$ cat src/rtl/vga_pattern_gen_if.sv
`default_nettype none
// ============================================================================
//  Module      : vga_pattern_gen_if
//  Description : Video bundle between the pattern generator and the VGA DAC.
//                Carries the frame-sampled mode/colour controls and the
//                registered video outputs (RGB, syncs, DE, coordinates).
//  Revision    : 1.0  initial release
// ============================================================================
interface vga_pattern_gen_if #(
    parameter int COLOR_BITS = 1,
    parameter int XW         = 10,
    parameter int YW         = 10
);
    logic [2:0]              in_mode;
    logic [3*COLOR_BITS-1:0] in_color;
    logic [3*COLOR_BITS-1:0] ou_dispRGB;
    logic                    ou_Hsync;
    logic                    ou_Vsync;
    logic                    ou_active;
    logic [XW-1:0]           ou_x;
    logic [YW-1:0]           ou_y;
    logic                    ou_pix_en;
    logic                    ou_frame_start;

    // Generator side: consumes controls, produces video
    modport master (
        input  in_mode, in_color,
        output ou_dispRGB, ou_Hsync, ou_Vsync, ou_active,
               ou_x, ou_y, ou_pix_en, ou_frame_start
    );

    // Display / controller side
    modport slave (
        output in_mode, in_color,
        input  ou_dispRGB, ou_Hsync, ou_Vsync, ou_active,
               ou_x, ou_y, ou_pix_en, ou_frame_start
    );
endinterface
`default_nettype wire

$ cat src/rtl/vga_pattern_gen.sv
`default_nettype none
// ============================================================================
//  Module      : vga_pattern_gen
//  Description : Parametrised VGA timing and test-pattern generator. Divides
//                the system clock down to the pixel rate, runs the H/V raster
//                counters and renders one of eight frame-synchronous patterns.
//                All video outputs are registered on pixel-enable cycles so
//                RGB, syncs, DE and coordinates always describe one pixel.
//  Revision    : 1.0  initial release
// ============================================================================
module vga_pattern_gen #(
    parameter int H_VISIBLE  = 640,
    parameter int H_FRONT    = 16,
    parameter int H_SYNC     = 96,
    parameter int H_BACK     = 48,
    parameter int V_VISIBLE  = 480,
    parameter int V_FRONT    = 10,
    parameter int V_SYNC     = 2,
    parameter int V_BACK     = 33,
    parameter bit SYNC_POL   = 1'b0,
    parameter int COLOR_BITS = 1,
    parameter int CLK_DIV    = 2,
    parameter int CHECK_LOG2 = 4
) (
    input  wire logic         in_clock_50MHz,
    input  wire logic         in_reset_n,
    vga_pattern_gen_if.master vif
);

    // ------------------------------------------------------------------------
    // Derived constants
    // ------------------------------------------------------------------------
    localparam int unsigned C_H_TOTAL  = H_VISIBLE + H_FRONT + H_SYNC + H_BACK;
    localparam int unsigned C_V_TOTAL  = V_VISIBLE + V_FRONT + V_SYNC + V_BACK;
    localparam int          XW         = $clog2(C_H_TOTAL);
    localparam int          YW         = $clog2(C_V_TOTAL);
    localparam int          XP         = XW + 1;
    localparam int          CW         = 3 * COLOR_BITS;
    localparam int unsigned C_HS_START = H_VISIBLE + H_FRONT;
    localparam int unsigned C_HS_END   = H_VISIBLE + H_FRONT + H_SYNC;
    localparam int unsigned C_VS_START = V_VISIBLE + V_FRONT;
    localparam int unsigned C_VS_END   = V_VISIBLE + V_FRONT + V_SYNC;
    // Bar pitch; tiny rasters (fewer than 8 visible pixels) fall back to 1
    localparam int unsigned C_BAR_W    = (H_VISIBLE / 8 > 0) ? H_VISIBLE / 8 : 1;
    localparam int unsigned C_BAR_H    = (V_VISIBLE / 8 > 0) ? V_VISIBLE / 8 : 1;
    localparam int unsigned C_BAND_W   = 16;
    localparam int unsigned C_BAND_STEP = 4;
    localparam int          C_DW       = (CLK_DIV > 1) ? $clog2(CLK_DIV) : 1;

    // ------------------------------------------------------------------------
    // Pixel-rate divider
    // ------------------------------------------------------------------------
    logic w_pe;

    generate
        if (CLK_DIV > 1) begin : g_div
            logic [C_DW-1:0] r_div;

            // Count system clocks within one pixel period
            always_ff @(posedge in_clock_50MHz or negedge in_reset_n) begin
                if (!in_reset_n) begin
                    r_div <= '0;
                end else if (r_div == C_DW'(CLK_DIV - 1)) begin
                    r_div <= '0;
                end else begin
                    r_div <= r_div + C_DW'(1);
                end
            end

            assign w_pe = (r_div == C_DW'(CLK_DIV - 1));
        end else begin : g_nodiv
            assign w_pe = 1'b1;
        end
    endgenerate

    // ------------------------------------------------------------------------
    // Raster counters
    // ------------------------------------------------------------------------
    logic [XW-1:0] r_hc;
    logic [YW-1:0] r_vc;
    logic          w_h_last;
    logic          w_v_last;
    logic          w_frame_end;

    assign w_h_last    = (r_hc == XW'(C_H_TOTAL - 1));
    assign w_v_last    = (r_vc == YW'(C_V_TOTAL - 1));
    assign w_frame_end = w_pe & w_h_last & w_v_last;

    // Advance the horizontal count each pixel, vertical count at line wrap
    always_ff @(posedge in_clock_50MHz or negedge in_reset_n) begin
        if (!in_reset_n) begin
            r_hc <= '0;
            r_vc <= '0;
        end else if (w_pe) begin
            if (w_h_last) begin
                r_hc <= '0;
                r_vc <= w_v_last ? '0 : r_vc + YW'(1);
            end else begin
                r_hc <= r_hc + XW'(1);
            end
        end
    end

    // ------------------------------------------------------------------------
    // Frame-boundary state: mode, colour and moving-band origin
    // ------------------------------------------------------------------------
    logic [2:0]    r_mode;
    logic [CW-1:0] r_color;
    logic [XW-1:0] r_pos;
    logic [XW:0]   w_pos_inc;
    logic          w_pos_wrap;

    // One extra bit so pos+4 cannot overflow before the wrap compare
    assign w_pos_inc  = {1'b0, r_pos} + XP'(C_BAND_STEP);
    assign w_pos_wrap = (32'(w_pos_inc) >= 32'(H_VISIBLE));

    // Latch controls and step the band only on the last pixel of a frame
    always_ff @(posedge in_clock_50MHz or negedge in_reset_n) begin
        if (!in_reset_n) begin
            r_mode  <= 3'd0;
            r_color <= '0;
            r_pos   <= '0;
        end else if (w_frame_end) begin
            r_mode  <= vif.in_mode;
            r_color <= vif.in_color;
            r_pos   <= w_pos_wrap ? '0 : w_pos_inc[XW-1:0];
        end
    end

    // ------------------------------------------------------------------------
    // Pattern rendering for the current (hc, vc)
    // ------------------------------------------------------------------------
    logic [2:0]    w_idx_h;
    logic [2:0]    w_idx_v;
    logic          w_chk;
    logic          w_band;
    logic          w_active;
    logic          w_hs_on;
    logic          w_vs_on;
    logic [2:0]    w_idx;
    logic [CW-1:0] w_pix;

    // Bars count down from white (index 7) to black, clamped past bar 7
    assign w_idx_h = (32'(r_hc) / C_BAR_W >= 32'd7) ? 3'd0
                   : 3'd7 - 3'(32'(r_hc) / C_BAR_W);
    assign w_idx_v = (32'(r_vc) / C_BAR_H >= 32'd7) ? 3'd0
                   : 3'd7 - 3'(32'(r_vc) / C_BAR_H);

    assign w_chk  = |(((32'(r_hc) ^ 32'(r_vc)) >> CHECK_LOG2) & 32'd1);
    assign w_band = (32'(r_hc) >= 32'(r_pos)) &&
                    (32'(r_hc) <  32'(r_pos) + C_BAND_W);

    assign w_active = (32'(r_hc) < 32'(H_VISIBLE)) && (32'(r_vc) < 32'(V_VISIBLE));
    assign w_hs_on  = (32'(r_hc) >= C_HS_START) && (32'(r_hc) < C_HS_END);
    assign w_vs_on  = (32'(r_vc) >= C_VS_START) && (32'(r_vc) < C_VS_END);

    // Select the 3-bit colour index for the latched mode
    always_comb begin
        w_idx = 3'd0;
        case (r_mode)
            3'd0:    w_idx = w_idx_h;
            3'd1:    w_idx = w_idx_v;
            3'd2:    w_idx = w_idx_h ^ w_idx_v;
            3'd3:    w_idx = ~(w_idx_h ^ w_idx_v);
            3'd4:    w_idx = {3{w_chk}};
            3'd6:    w_idx = {3{w_band}};
            default: w_idx = 3'd0;
        endcase
    end

    // Expand the index to full channels; solid mode bypasses the index
    always_comb begin
        w_pix = {{COLOR_BITS{w_idx[2]}}, {COLOR_BITS{w_idx[1]}}, {COLOR_BITS{w_idx[0]}}};
        if (r_mode == 3'd5) begin
            w_pix = r_color;
        end
    end

    // ------------------------------------------------------------------------
    // Output registers
    // ------------------------------------------------------------------------
    logic [CW-1:0] r_rgb;
    logic          r_hs;
    logic          r_vs;
    logic          r_act;
    logic [XW-1:0] r_x;
    logic [YW-1:0] r_y;
    logic          r_pix_en;
    logic          r_fs;

    // Register all per-pixel outputs together on pixel-enable cycles
    always_ff @(posedge in_clock_50MHz or negedge in_reset_n) begin
        if (!in_reset_n) begin
            r_rgb <= '0;
            r_hs  <= ~SYNC_POL;
            r_vs  <= ~SYNC_POL;
            r_act <= 1'b0;
            r_x   <= '0;
            r_y   <= '0;
        end else if (w_pe) begin
            r_rgb <= w_active ? w_pix : '0;
            r_hs  <= w_hs_on ? SYNC_POL : ~SYNC_POL;
            r_vs  <= w_vs_on ? SYNC_POL : ~SYNC_POL;
            r_act <= w_active;
            r_x   <= r_hc;
            r_y   <= r_vc;
        end
    end

    // Strobes: pixel enable delayed one clock, frame start at pixel (0,0)
    always_ff @(posedge in_clock_50MHz or negedge in_reset_n) begin
        if (!in_reset_n) begin
            r_pix_en <= 1'b0;
            r_fs     <= 1'b0;
        end else begin
            r_pix_en <= w_pe;
            r_fs     <= w_pe && (r_hc == '0) && (r_vc == '0);
        end
    end

    assign vif.ou_dispRGB     = r_rgb;
    assign vif.ou_Hsync       = r_hs;
    assign vif.ou_Vsync       = r_vs;
    assign vif.ou_active      = r_act;
    assign vif.ou_x           = r_x;
    assign vif.ou_y           = r_y;
    assign vif.ou_pix_en      = r_pix_en;
    assign vif.ou_frame_start = r_fs;

endmodule
`default_nettype wire
$ cat src/flat_wrapper.sv
// flat-port wrapper written by rule: the top's interface ports become plain ports
module vga_pattern_gen_flat 
#(
    parameter int H_VISIBLE  = 640,
    parameter int H_FRONT    = 16,
    parameter int H_SYNC     = 96,
    parameter int H_BACK     = 48,
    parameter int V_VISIBLE  = 480,
    parameter int V_FRONT    = 10,
    parameter int V_SYNC     = 2,
    parameter int V_BACK     = 33,
    parameter bit SYNC_POL   = 1'b0,
    parameter int COLOR_BITS = 1,
    parameter int CLK_DIV    = 2,
    parameter int CHECK_LOG2 = 4
)
  (in_clock_50MHz, in_reset_n, vif_in_mode, vif_in_color, vif_ou_dispRGB, vif_ou_Hsync, vif_ou_Vsync, vif_ou_active, vif_ou_x, vif_ou_y, vif_ou_pix_en, vif_ou_frame_start);
  vga_pattern_gen_if #(.COLOR_BITS(COLOR_BITS)) vif_i ();
  input  wire logic in_clock_50MHz;
  input  wire logic in_reset_n;
  input wire logic [$bits(vif_i.in_mode)-1:0] vif_in_mode;
  input wire logic [$bits(vif_i.in_color)-1:0] vif_in_color;
  output wire logic [$bits(vif_i.ou_dispRGB)-1:0] vif_ou_dispRGB;
  output wire logic [$bits(vif_i.ou_Hsync)-1:0] vif_ou_Hsync;
  output wire logic [$bits(vif_i.ou_Vsync)-1:0] vif_ou_Vsync;
  output wire logic [$bits(vif_i.ou_active)-1:0] vif_ou_active;
  output wire logic [$bits(vif_i.ou_x)-1:0] vif_ou_x;
  output wire logic [$bits(vif_i.ou_y)-1:0] vif_ou_y;
  output wire logic [$bits(vif_i.ou_pix_en)-1:0] vif_ou_pix_en;
  output wire logic [$bits(vif_i.ou_frame_start)-1:0] vif_ou_frame_start;
  assign vif_i.in_mode = vif_in_mode;
  assign vif_i.in_color = vif_in_color;
  assign vif_ou_dispRGB = vif_i.ou_dispRGB;
  assign vif_ou_Hsync = vif_i.ou_Hsync;
  assign vif_ou_Vsync = vif_i.ou_Vsync;
  assign vif_ou_active = vif_i.ou_active;
  assign vif_ou_x = vif_i.ou_x;
  assign vif_ou_y = vif_i.ou_y;
  assign vif_ou_pix_en = vif_i.ou_pix_en;
  assign vif_ou_frame_start = vif_i.ou_frame_start;
  vga_pattern_gen #(.H_VISIBLE(H_VISIBLE), .H_FRONT(H_FRONT), .H_SYNC(H_SYNC), .H_BACK(H_BACK), .V_VISIBLE(V_VISIBLE), .V_FRONT(V_FRONT), .V_SYNC(V_SYNC), .V_BACK(V_BACK), .SYNC_POL(SYNC_POL), .COLOR_BITS(COLOR_BITS), .CLK_DIV(CLK_DIV), .CHECK_LOG2(CHECK_LOG2)) u_core (.in_clock_50MHz(in_clock_50MHz), .in_reset_n(in_reset_n), .vif(vif_i));
endmodule
$ cat config.mk
export PLATFORM = sky130hd
export DESIGN_NAME = vga_pattern_gen_flat
export DESIGN_NICKNAME = d
export VERILOG_FILES = /design/src/rtl/vga_pattern_gen_if.sv /design/src/rtl/vga_pattern_gen.sv /design/src/flat_wrapper.sv
export SDC_FILE = /design/constraint.sdc
export NUM_CORES = 1
export LEC_CHECK = 0
export ABC_AREA = 1
export ABC_CLOCK_PERIOD_IN_PS = 4820
export BUFFER_PORTS_ARGS = -buffer_cell sky130_fd_sc_hd__buf_2
export CAP_MARGIN = 20
export CORE_ASPECT_RATIO = 1.2
export CORE_MARGIN = 5
export CORE_UTILIZATION = 50
export DETAILED_ROUTE_END_ITERATION = 10
export PLACE_DENSITY = 0.71
export SYNTH_ARGS = -nofsm -noshare
export SYNTH_HDL_FRONTEND = slang
export SYNTH_SLANG_ARGS = --single-unit
$ cat constraint.sdc
create_clock -name in_clock_50MHz -period 4.82 [get_ports in_clock_50MHz]
set_input_delay 0.723 -clock in_clock_50MHz [delete_from_list [all_inputs] [get_ports in_clock_50MHz]]
set_output_delay 0.723 -clock in_clock_50MHz [all_outputs]
set_load 0.005 [all_outputs]
======== Word level (Yosys, flattened, before mapping) ========
Cells that the tools add are included.
cells by class
  add/subtract/negate cells ............... 7
  divide/modulo/power cells ............... 2
  magnitude comparators ................... 11
  equality and inequality tests ........... 8
  multiplexer cells ....................... 11
  bitwise gates (word level) .............. 5
  reductions and logical operators ........ 10
operators with widths
  kind                                                                  count
  greater-or-equal comparator 32 x 3 -> 1 bit (second input constant)   2
  divider 10 x 6 -> 32 bit (second input constant)                      1
  divider 10 x 7 -> 32 bit (second input constant)                      1
  two-way mux 10 bit                                                    3
  adder 10 x 1 -> 10 bit (second input constant)                        2
  == test 10 bit (second input constant)                                2
  zero test 10 bit                                                      2
  < comparator 10 bit (second input constant)                           2
  < comparator 10 x 9 -> 1 bit (second input constant)                  2
  one-hot mux 3 bit (6 select lines)                                    1
  two-way mux 3 bit                                                     4
  adder 10 x 3 -> 11 bit (second input constant)                        1
  adder 10 x 5 -> 11 bit (second input constant)                        1
  greater-or-equal comparator 11 x 10 -> 1 bit (second input constant)  1
  < comparator 10 x 11 -> 1 bit                                         1
  greater-or-equal comparator 10 bit                                    1
  greater-or-equal comparator 10 bit (second input constant)            1
  greater-or-equal comparator 10 x 9 -> 1 bit (second input constant)   1
  == test 3 bit (second input constant)                                 3
  == test 3 x 2 -> 1 bit (second input constant)                        2
  logical AND 1 bit                                                     6
  subtractor 3 bit (first input constant)                               2
  bitwise XOR 5 bit                                                     1
  == test 3 x 1 -> 1 bit (second input constant)                        1
  7 further kinds                                                       10
storage, ports and cells
  flip-flop bits (word level) ............. 65
  input bits .............................. 8
  output and inout port bits .............. 28
  logic and storage cells ................. 68

======== Depth between registers and ports, before layout ========
Gate-level depths: netlist of run 1.
  word-level depth ........................ 8
  depth in mapped cells ................... 27
  depth with buffers taken out ............ 26

======== Worst setup path before layout of run 1 ========
OpenSTA, ideal clock, no wires.
  path kind ............................... reg2reg
  start ................................... reg u_core.r_vc[8]
  end ..................................... reg u_core.r_rgb[0], in the netlist u_core.vif.ou_dispRGB[0]
  setup time .............................. 116 ps
  arrival ................................. 2,514 ps
  required time ........................... 4,704 ps
  setup slack ............................. 2,190 ps
  cell stages (with the launch flop) ...... 24
  buffers on the path ..................... 0
  period minus slack after synthesis ...... 2,630 ps
  cells stage by stage .................... dfrtp_1 inv_1 nor2_1 ha_1 inv_1 nand4_1 nand2_1 nand3_4 nand2_2 nand2_2 nor2_4 nand2_1 o211ai_1 nand2_1 nor2_2 o21ai_0 nand2_1 nand2_1 nor2_1 nand3_1 nand3_1 nand4_1 nand2_1 nand2_1
between the ends
  longest elaborated chain between the ends .. 8
  elaborated cells on any way between the ends .. 11
  those cells by class .................... 1 x add/sub; 1 x div; 2 x order compare; 4 x mux; 2 x bitwise; 1 x reduce/logical
ends and longest elaborated chain
  item                                                                             line                                            text
  from (decl)                                                                      vga_pattern_gen.sv:80                           logic [YW-1:0] r_vc;
  from (signal assigned)                                                           vga_pattern_gen.sv:97                           r_vc <= w_v_last ? '0 : r_vc + YW'(1);
  divider 10 x 6 -> 32 bit                                                         vga_pattern_gen.sv:146, vga_pattern_gen.sv:147
  greater-or-equal comparator 32 x 3 -> 1 bit or subtractor 3 bit (tied branches)  vga_pattern_gen.sv:146, vga_pattern_gen.sv:147
  two-way mux 3 bit                                                                vga_pattern_gen.sv:146                          assign w_idx_v = (32'(r_vc) / C_BAR_H >= 32'd7) ? 3'd0
  bitwise XOR 3 bit                                                                vga_pattern_gen.sv:163, vga_pattern_gen.sv:164
  inverter 3 bit                                                                   vga_pattern_gen.sv:164                          3'd3: w_idx = ~(w_idx_h ^ w_idx_v);
  one-hot mux 3 bit (6 select lines)                                               vga_pattern_gen.sv:160                          case (r_mode)
  two-way mux 3 bit                                                                vga_pattern_gen.sv:174                          if (r_mode == 3'd5) begin
  two-way mux 3 bit *                                                              vga_pattern_gen.sv:201                          r_rgb <= w_active ? w_pix : '0;
  to (signal assigned)                                                             vga_pattern_gen.sv:201
  to (decl)                                                                        vga_pattern_gen.sv:182                          logic [CW-1:0] r_rgb;
Mark *: on every way between the ends. The rest lies on a longest branch, timed or not.
A chain may end at the register's enable or synchronous reset.

======== Worst setup path in the final report of run 1 ========
  start ................................... reg u_core.r_vc[8]
  end ..................................... reg u_core.r_rgb[1], in the netlist u_core.vif.ou_dispRGB[1]
The elaborated chain is that of the path after synthesis.

==> summary.md, run 1 <==
| Metric | Value |
|---|---|
| Main synth FF type | dfrtp_1 |
| Nets | approximately 600 |
| CP endpoint kind | flop |
| Num rows | 36 |
| Drt drc | 0 |
| CTS tree | yes |
| Worst VDD drop | 0.155 mV |
| Finished Layout Cells | ~670 |
| Count of pins over their slew limit | 0 |
| Gpl congestion | 0.940 |
| Post-synth EDFFs | 0 |
| CP Capture Point | u_core.vif.ou_dispRGB[1] |
| Synth async-reset ratio | between 90% and 100% |
| Fin Setup TNS | 0 ps |
| Total number of vias | 3653 |
| Initial drt markers | 248 |
| Diode count | 0 |
| Die Y | about 110 microns |
| Worst min-delay path class | flop to flop |
| Final setup vio count | 0 |
| Worst r2r src | u_core.r_vc[8] |
| Max_cap viols | 0 |
| Critical path class | flop to flop |
| Post-DP HPWL | about 7 mm |
| Tmin final | 3030 ps |
| Avg Cell Area, Syn | around 7.6 sq um |
| Routed vias/inst | ~5.4 |
| Die width | ~92 microns |
| Largest net degree at the start of global routing | 64 |
| Cells after DPL | approximately 660 |
| Reg2Reg Setup Slack | roughly 1800 ps |
| First drt pass iteration count | 4 |
| Reg clk slew, reported paths | approximately 80 ps |
| Initial antenna violation count | 0 |
| Tot GR Track Use | between 20% and 30% |
| Netlist cell types | between 40 and 50 |
| Post-CTS setup buffer count | 0 |
| RSZ-0062 raised after global routing | false |
| Startpoint Class | flop |
| Critical path data arrival time | 3310 ps |
| Clock tree buffer depth | 2 |
| Overflow after GRT | 0 |
| Final wirelength | 9.43 mm |
| Ratio of cells with drive above 1 in the final layout | about 15% |
| Pleak | between 2 and 2.5 nW |
| Flop and latch count out of synthesis | 63 |
| Syn Std Cell Area | around 0.004 sq mm |
| Hold buffer count at cts | 0 |
| CP Max Fanout | 7 |
| Fillers | about 750 |
| Ys Warns | 0 |
| R2R Path End | u_core.vif.ou_dispRGB[1] |
| Die outline area | about 0.010 sq mm |
| Post-synth net total | between 500 and 600 |
| Worst-case headroom to the max-slew limit | a little under half |
| Port Buffers | 35 |
| Most common cell after layout, fill and taps aside | nand2_1 |
| Post-synthesis sequential area ratio | approximately 39% |
| Initial Utilization | between 50% and 60% |
| Root Driver | clkbuf_8 |
| Area grow syn2layout | 11.3% |
| Post-CTS Resized | 0 |
| Htree depth | 3 |
| Fin Clk Skew | ~13 ps |
| First-pass GRT wire length | 16.2 mm |
| FMAX | between 300 and 400 MHz |
| Period Utilization, post-route | a little over three fifths |
| Final antenna-violating net count | 0 |
| CTS Buf Count | 9 |
| Core Area | around 0.008 sq mm |
| Outcome | complete, no violations |
| IO Pins | 36 |
| Cells after Synth | roughly 540 |
| Vias in the first global route | approximately 3500 |
| P per Cell Area | roughly 220 mW/mm^2 |
| Clk sink count | 63 |
| Setup crit start | u_core.r_vc[8] |
| Final hold vios | 0 |
| Slew @ Worst Pin | between 800 and 900 ps |
| Worst EP required | just over 5000 ps |
| Clk_lat worst skew | 360 ps |
| Register-to-Register Path Depth | 23 |
| DR WL/cell | ~14 microns |
| Commonest non-fill, non-tap cells in the layout | 125 x nand2_1, 73 x inv_1, 61 x dfrtp_1 |
worst min-delay path by stage:
stage                              from                       end  slack, ps  depth (start not counted)
2_1_floorplan        u_core.g_div.r_div      u_core.vif.ou_pix_en        420                          0
3_3_place_gp         u_core.vif.ou_x[0]        u_core.vif.ou_x[0]        450                          2
3_5_place_dp   u_core.vif.ou_dispRGB[2]  u_core.vif.ou_dispRGB[2]        460                          2
4_1_cts        u_core.vif.ou_dispRGB[2]  u_core.vif.ou_dispRGB[2]        480                          2
5_1_grt              u_core.vif.ou_y[0]        u_core.vif.ou_y[0]        500                          2
6_report       u_core.vif.ou_dispRGB[2]  u_core.vif.ou_dispRGB[2]        480                          2
report_power, final:
part	total, mW	internal (mW)	switching [mW]	leakage, nW
Sequential	0.528	0.528	0	0.805
Combinational	0.0132	0.00246	0.0107	1.44
Clock	0.469	0.241	0.228	0.0891
logic make-up (layout without fill, tap and decap cells):
| group | Yosys count | in the layout | share of synthesized area [%] |
|---|---|---|---|
| muxes | 1 | 1 | 0.277 |
| adders and majority gates | 22 | 22 | 6.76 |
| AOI/OAI and AO/OA | 86 | 86 | 11.7 |
| xor gates and xnor gates | 18 | 18 | 4.06 |
| buffers and inverters | 90 | 132 | 8.51 |
| DFF | 63 | 63 | 38.8 |
| and+or+nand+nor | 255 | 255 | 29.9 |
cell usage after synthesis, drive strengths merged, types with 3 or more instances:
master / n / area (sq um)
a21oi: 19 / 98.9
buf: 4 / 22.5
clkbuf: 8 / 31.3
dfrtp: 61 / 1530
ha: 22 / 275
inv: 77 / 289
nand2: 140 / 588
nand3: 24 / 143
nand4: 21 / 131
nor2: 49 / 238
nor3: 14 / 70.1
nor4: 6 / 37.5
o21a: 4 / 30.0
o21ai: 49 / 245
o22ai: 5 / 31.3
xnor2: 3 / 26.3
xor2: 15 / 139
flip-flops by register name, summed over array words and instances, names as in the netlist, 3 cells and up:
name / cells
u_core.r_color: 3
u_core.r_hc: 10
u_core.r_mode: 3
u_core.r_pos: 8
u_core.r_vc: 10
u_core.vif.ou_dispRGB: 3
u_core.vif.ou_x: 10
u_core.vif.ou_y: 10
metrics by stage:
step	total power [mW]	area, sq um	worst slack [ps]	hold slack [ps]	util [%]
CTS	1.02	4530	1810	481	56.5
floorplan	0.539	4070	2190	418	-
global placement	0.552	4330	1990	453	54.1
detailed placement	0.553	4330	1830	463	54.1
finish	1.01	4530	1790	475	56.5
global route	1.05	4530	1350	500	56.5
metal layers:
layer | part of all wire, % | vias up | wire (microns) | GRT usage (%)
met5 | 0 | - | 0 | 0
li1 | - | 1833 | - | -
met3 | 4.0 | 15 | 381 | 4.28
met4 | 1.5 | 0 | 145 | 7.96
met2 | 52 | 80 | 4920 | 36.1
met1 | 42 | 1725 | 3990 | 23.8
critical path: stages, from the launching register on:
cell and delay, ps:
dfrtp_1 470, inv_1 150, nor2_1 190, ha_1 250, inv_1 50, nand4_1 60
nand2_1 200, nand3_4 130, nand2_2 90, nand2_2 70, nor2_4 100, nand2_1 90
nand3_2 100, nand2_1 90, nand4_1 120, inv_1 60, nand2_2 70, nand2_2 60
nor2_4 120, xor2_1 160, nand2_1 60, nand3_1 80, a21oi_1 40, o21ai_1 120
cell type report:
cell class | count | area, sq um | area share, %
Clock inverter | 6 | 70.1 | 1.55
Clock buffer | 10 | 128 | 2.82
Multi-Input combinational cell | 382 | 2150 | 47.3
Timing Repair Buffer | 38 | 198 | 4.36
Inverter | 78 | 293 | 6.46
Tap cell | 95 | 119 | 2.62
Sequential cell | 63 | 1580 | 34.8
No activity file was read; power rests on OpenSTA's default activity.
==> inputs of run 2 (changes only) <==
ABC_CLOCK_PERIOD_IN_PS = 2700   (was 4820)
PLACE_DENSITY = 0.73   (was 0.71)
clock period = 2.7 ns   (was 4.82 ns; I/O delays follow)
==> run 2 against run 1 <==
Compared with the run above: the flow now finishes with violations (negative setup slack); highest routed layer unchanged; combinational power grew 98%; clock power grew 93%; wire length grew 7.3%; clock skew grew 1.3 ps; via count grew 3.2%.
==> summary.md, run 2 (synthesis gave the netlist of run 1 again) <==
| Metric | Value |
|---|---|
| Outcome | complete, but fails checks |
| Failing checks | negative setup slack |
| Worst r2r src | u_core.r_vc[6] |
| Htree depth | 3 (unchanged) |
| Diode count | 0 (unchanged) |
| Worst-case headroom to the max-slew limit | 49.0% (+2.9 points) |
| CTS Buf Count | 9 (unchanged) |
| Most common cell after layout, fill and taps aside | nand2_1 |
| Area grow syn2layout | 18.5% |
| Crit path max-delay family | simple AND/OR/NAND/NOR gates |
| Fillers | 745 (-0.53%) |
| Net Switching | 0.408 mW (+71%) |
| P_int | 1.47 mW (+90%) |
| CP bufs+invs | 1 (-2) |
| Routed vias/inst | 5.39 (-0.78%) |
| Num rows | 36 (unchanged) |
| Clock power frac | 48.3% (+1.9 points) |
| Commonest non-fill, non-tap cells in the layout | 119 x nand2_1, 71 x inv_1, 61 x dfrtp_1 |
| Nets | 629 (+4.5%) |
| Overflow after GRT | 0 (unchanged) |
| R2R Path End | u_core.vif.ou_dispRGB[0] |
| Die width | 92.4 microns (unchanged) |
| Drt drc | 0 (unchanged) |
| CTS tree | yes |
| Die outline area | 0.0101 sq mm (unchanged) |
| Root Driver | clkbuf_8 |
| Clk_lat worst skew | 350 ps (about the same) |
| Critical path data arrival time | 3010 ps (-300 ps) |
| Pleak | 2.50 nW (+7.0%) |
| Core Area | 0.00802 sq mm (unchanged) |
| First-pass GRT wire length | 17.2 mm (+6.4%) |
| DR WL/cell | 14.5 microns (+3.1%) |
| Worst VDD drop | 0.292 mV (+88%) |
| Pwr Total | 1.88 mW (+86%) |
| Initial drt markers | 228 (-8.1%) |
| Reg2Reg Setup Slack | -70 ps (-1860 ps) |
| Post-layout util | 60.2% (+3.7 points) |
| Tmin final | 2770 ps (-255 ps) |
| Max_cap viols | 0 (unchanged) |
| Largest net degree at the start of global routing | 45 (-30%) |
| Initial antenna violation count | 0 (unchanged) |
| Total number of vias | 3770 (+3.2%) |
| Final antenna-violating net count | 0 (unchanged) |
| CP endpoint kind | flop |
| Switch share | 21.8% (-1.8 points) |
| Combinational share of power | 1.4% (about the same) |
| Post-DP HPWL | 7.58 mm (+7.4%) |
| Final hold vios | 0 (unchanged) |
| Startpoint Class | flop |
| Period Utilization, post-route | 103% (+40 points) |
| IO Pins | 36 (unchanged) |
| Worst stage delay on the critical path | 360 ps (-110 ps) |
| Port Buffers | 35 (unchanged) |
| Worst min-delay path class | input port to asynchronous set/reset pin |
| Final wirelength | 10.1 mm (+7.3%) |
| Die Y | 109 microns (unchanged) |
| Clk sink count | 63 (unchanged) |
| Hold buffer count at cts | 0 (unchanged) |
| Vias in the first global route | 3656 (+3.9%) |
| Slew @ Worst Pin | 765 ps (-44.1 ps) |
| P per Cell Area | 389 mW/mm^2 (+74%) |
| Reg clk slew, reported paths | 70 ps (about the same) |
| Final setup vio count | 2 (+2) |
| Worst EP required | 2940 ps (-2160 ps) |
| FMAX | 361 MHz (+9.2%) |
| Tot GR Track Use | 21.6% (+1.3 points) |
| Share of power burned in registers | 50.3% (-2.0 points) |
| Final Worst Setup Slack | -72.4 ps (-1860 ps) |
| Crit-path cells | nand2_2, nor2_4, ha_4, inv_2, nand4_1, nand2_2, nand3_4, nand2_2, nand2_2, nor2_4, nand2_2, o211ai_1, nand2_1, nor2_2, nand3_1, nand2_1, nand2_1, nand4_1, nor2_1, nor2_1, nand4_1, nand2_1, nand2_1 |
| Fin Clk Skew | 14.0 ps (+1.32 ps) |
| Ratio of cells with drive above 1 in the final layout | 21.5% (+6.3 points) |
| CP max-delay cell | dfrtp_1 |
| Critical path class | flop to flop |
| Gpl congestion | 0.875 (-6.9%) |
| Count of pins over their slew limit | 0 (unchanged) |
| First drt pass iteration count | 5 (+1) |
| Initial Utilization | 50.8% (unchanged) |
| Clock tree buffer depth | 2 (unchanged) |
| RSZ-0062 raised after global routing | true |
| Register-to-Register Path Depth | 23 (unchanged) |
| CP Max Fanout | 6 (-1) |
-- run 2: cell count changes in the layout (fill, tap and decap cells not counted), moves of 3 or more --
cell     previous run  this run
buf_4               3        29
nand2_1           125       119
nand2_2            10        16
nor2_1             41        38
o21ai_0            46        43
o21ai_1             3         6
-- run 2: worst max-delay path by stage --
stage / start / to / slack [ps] / cells after the start
2_1_floorplan: u_core.r_vc[8] / u_core.vif.ou_dispRGB[0] / 70 / 23
3_3_place_gp: u_core.r_vc[8] / u_core.vif.ou_dispRGB[0] / 100 / 23
3_5_place_dp: u_core.r_vc[7] / u_core.vif.ou_dispRGB[0] / -60 / 23
4_1_cts: u_core.r_vc[7] / u_core.vif.ou_dispRGB[1] / 6 / 23
5_1_grt: u_core.r_vc[6] / u_core.vif.ou_dispRGB[0] / -320 / 25
6_report: u_core.r_vc[6] / u_core.vif.ou_dispRGB[0] / -70 / 23
-- run 2: through the flow --
| stage | instance area (sq um) | hold slack (ps) | TNS [ps] | setup slack (ps) | cells |
|---|---|---|---|---|---|
| final | 4830 | 125 | -145 | -72.4 | 699 |
| after floorplan | 4070 | 109 | 0 | 69.9 | 535 |
| after global routing | 4830 | 171 | -678 | -318 | 699 |
| after CTS | 4700 | 138 | 0 | 5.87 | 690 |
| after global placement | 4470 | 449 | 0 | 98.8 | 673 |
| after detailed placement | 4470 | 454 | -97.9 | -60.8 | 673 |
-- run 2: per-layer routing --
metal / global-route usage (%) / up-vias / share of wire (%)
met5: 0 / - / 0
met4: 9.77 / 0 / 2.4
met3: 3.80 / 21 / 3.8
met2: 37.9 / 91 / 52
met1: 25.8 / 1766 / 42
li1: - / 1892 / -
-- run 2: layout make-up --
class                      instances  area (sq um)  share of cell area [%]
inverter                          78           293                    6.07
tap                               95           119                    2.46
clock buffer                      10           128                    2.64
timing repair buffer              65           413                    8.56
sequential                        63          1580                    32.7
multi-input combinational        382          2210                    45.8
clock inverter                     6          86.3                    1.79
-- run 2: timing repair --
action                     4_1_cts  5_1_grt
buffers inserted                 1        9
pin swaps                        1       20
setup endpoints to repair        2        5
resized for setup                2       18
-- run 2: worst register-to-register path: stages (launching register included) --
cell	delay, ps
dfrtp_1	360
nand2_2	80
nor2_4	130
ha_4	210
inv_2	40
nand4_1	90
nand2_2	130
nand3_4	120
nand2_2	90
nand2_2	80
nor2_4	130
nand2_2	90
o211ai_1	90
nand2_1	100
nor2_2	160
nand3_1	110
nand2_1	80
nand2_1	60
nand4_1	120
nor2_1	50
nor2_1	110
nand4_1	100
nand2_1	70
nand2_1	50
-- run 2: power groups by stage --
stage | clock network, mW | registers (mW) | logic [mW]
floorplan | 0 | 0.962 | 0.00000122
global placement | 0 | 0.961 | 0.0274
detailed placement | 0 | 0.961 | 0.0280
CTS | 0.921 | 0.943 | 0.0280
global route | 0.972 | 0.943 | 0.0311
finish | 0.907 | 0.943 | 0.0262
==> inputs of run 3 (changes only) <==
REMOVE_ABC_BUFFERS = 1   (was unset)
==> run 3 against run 2 <==
Compared with the run above: non-clock buffer count rose by 1; sequential share of layout area fell by 0.46 points; global-route usage shrank 0.67 points; worst setup slack lost 71 ps; cell area rose by 1.4%; die area is the same; clock skew decreased by 1.7 ps; register-to-register slack lost 70 ps; critical path type unchanged; worst hold slack worse by 8.4 ps; utilization grew 0.86 points; count of clock-buffer cells in the layout did not move; the run still ends with negative setup slack left.
==> summary.md, run 3 (synthesis gave the netlist of run 1 again) <==
| Metric | Value |
|---|---|
| Outcome | complete, but fails checks |
| Failing checks | negative setup slack |
| Clk sink count | 63 (unchanged) |
| Final hold vios | 0 (unchanged) |
| CP Max Fanout | 4 (-2) |
| Count of pins over their slew limit | 0 (unchanged) |
| Drt drc | 0 (unchanged) |
| Post-place setup slack | -44.5 ps (+16.3 ps) |
| Nets | 630 (+0.16%) |
| Port Buffers | 35 (unchanged) |
| Fin Clk Skew | 12.3 ps (-1.72 ps) |
| Setup crit start | u_core.r_vc[6] |
| First-pass GRT wire length | 16.9 mm (-1.6%) |
| Worst EP required | 2990 ps (+50 ps) |
| Startpoint Class | flop |
| Crit path max-delay family | simple AND/OR/NAND/NOR gates |
| Worst r2r src | u_core.r_vc[6] |
| IO Pins | 36 (unchanged) |
| Final antenna-violating net count | 0 (unchanged) |
| Clock tree buffer depth | 2 (unchanged) |
| Initial drt markers | 243 (+6.6%) |
| Post-route cell area | 0.00489 sq mm (+1.4%) |
| Overflow after GRT | 0 (unchanged) |
| Gpl congestion | 0.899 (+2.8%) |
| Critical path class | flop to flop |
| CP bufs+invs | 2 (+1) |
| Worst-case headroom to the max-slew limit | 49.2% (+0.21 points) |
| RSZ-0062 raised after global routing | true |
| Area grow syn2layout | 20.2% |
| Top cell by count, worst path | nand2_2 |
| Vias in the first global route | 3765 (+3.0%) |
| Final setup vio count | 3 (+1) |
| Die outline area | 0.0101 sq mm (unchanged) |
| Worst stage delay on the critical path | 370 ps (about the same) |
| Clk_lat worst skew | 350 ps (about the same) |
| P per Cell Area | 384 mW/mm^2 (-1.3%) |
| Reg clk slew, reported paths | 80 ps (about the same) |
| Commonest non-fill, non-tap cells in the layout | 114 x nand2_1, 71 x inv_1, 61 x dfrtp_1 |
| Post-DP HPWL | 7.02 mm (-7.4%) |
| Root Driver | clkbuf_8 |
| Initial antenna violation count | 0 (unchanged) |
| CTS Buf Count | 9 (unchanged) |
| Max_cap viols | 0 (unchanged) |
| Largest net degree at the start of global routing | 45 (unchanged) |
| Placed cell area | 0.00447 sq mm (-0.17%) |
| Tot GR Track Use | 20.9% (-0.67 points) |
| Hold buffer count at cts | 0 (unchanged) |
| Minimum hold slack | 116 ps (-8.36 ps) |
| CP max-delay cell | dfrtp_1 |
| Slew @ Worst Pin | 762 ps (-3.18 ps) |
| Total number of vias | 3769 (-0.027%) |
| Die Y | 109 microns (unchanged) |
| Most common cell after layout, fill and taps aside | nand2_1 |
| Post-layout util | 61.0% (+0.86 points) |
| Die width | 92.4 microns (unchanged) |
| Num rows | 36 (unchanged) |
| Diode count | 0 (unchanged) |
| Fillers | 722 (-3.1%) |
| CP endpoint kind | flop |
| Critical path data arrival time | 3140 ps (+130 ps) |
| Pleak | 2.53 nW (+1.4%) |
| Final Worst Setup Slack | -143 ps (-71.0 ps) |
| Htree depth | 3 (unchanged) |
| DR WL/cell | 14.3 microns (-1.2%) |
| Worst VDD drop | 0.201 mV (-31%) |
| Ratio of cells with drive above 1 in the final layout | 23.0% (+1.5 points) |
| Period Utilization, post-route | 105% (+2.6 points) |
| FMAX | 352 MHz (-2.5%) |
| Tmin final | 2840 ps (+71.0 ps) |
| First drt pass iteration count | 5 (unchanged) |
| Core Area | 0.00802 sq mm (unchanged) |
| Routed vias/inst | 5.39 (about the same) |
| Initial Utilization | 50.8% (unchanged) |
| Worst min-delay path class | input port to asynchronous set/reset pin |
| CTS tree | yes |
| Final wirelength | 9.99 mm (-1.2%) |
-- run 3: routing by layer --
metal / GRT usage [%] / vias up / share of wire [%]
li1: - / 1887 / -
met1: 24.5 / 1760 / 42
met2: 37.7 / 103 / 51
met3: 4.28 / 19 / 4.5
met4: 7.75 / 0 / 2.1
met5: 0 / - / 0
-- run 3: path summary, 6_finish.rpt --
kind / end / slack (ps) / cells after the start
worst min-delay path: u_core.vif.ou_y[8] / 120 / 1
worst max register to register: u_core.vif.ou_dispRGB[0] / -140 / 25
max in group asynchronous: u_core.vif.ou_Hsync / 1880 / 2
worst max-delay path: u_core.vif.ou_dispRGB[0] / -140 / 25
worst min register to register: u_core.vif.ou_x[0] / 480 / 2
min in group in_clock_50MHz: u_core.r_color[2] / 260 / 3
-- run 3: final cells by class --
| type | instances | area (sq um) | area share [%] |
|---|---|---|---|
| inverters | 78 | 293 | 5.98 |
| repair buffers | 66 | 432 | 8.82 |
| well taps | 95 | 119 | 2.43 |
| multi-input cells | 382 | 2260 | 46.2 |
| flip-flops and latches | 63 | 1580 | 32.3 |
| clock buffers | 10 | 128 | 2.61 |
| clock inverters | 5 | 83.8 | 1.71 |
-- run 3: per-stage QoR --
| stage | total power [mW] | instances | setup TNS (ps) |
|---|---|---|---|
| 2_1_floorplan | 0.962 | 523 | 0 |
| 3_3_place_gp | 0.989 | 672 | 0 |
| 3_5_place_dp | 0.990 | 672 | -86.4 |
| 4_1_cts | 1.90 | 693 | -24.1 |
| 5_1_grt | 1.94 | 699 | -913 |
| 6_report | 1.88 | 699 | -268 |
-- run 3: timing repair --
item	4_1_cts	5_1_grt
gates resized for setup	8	28
setup buffers	6	7
setup endpoints to repair	2	3
pin swaps	12	26
-- run 3: where the power goes --
part	switching, mW	total [mW]	leakage (nW)	internal (mW)
clock network	0.392	0.909	0.0986	0.516
registers	0	0.943	0.805	0.943
logic	0.0199	0.0264	1.63	0.00642
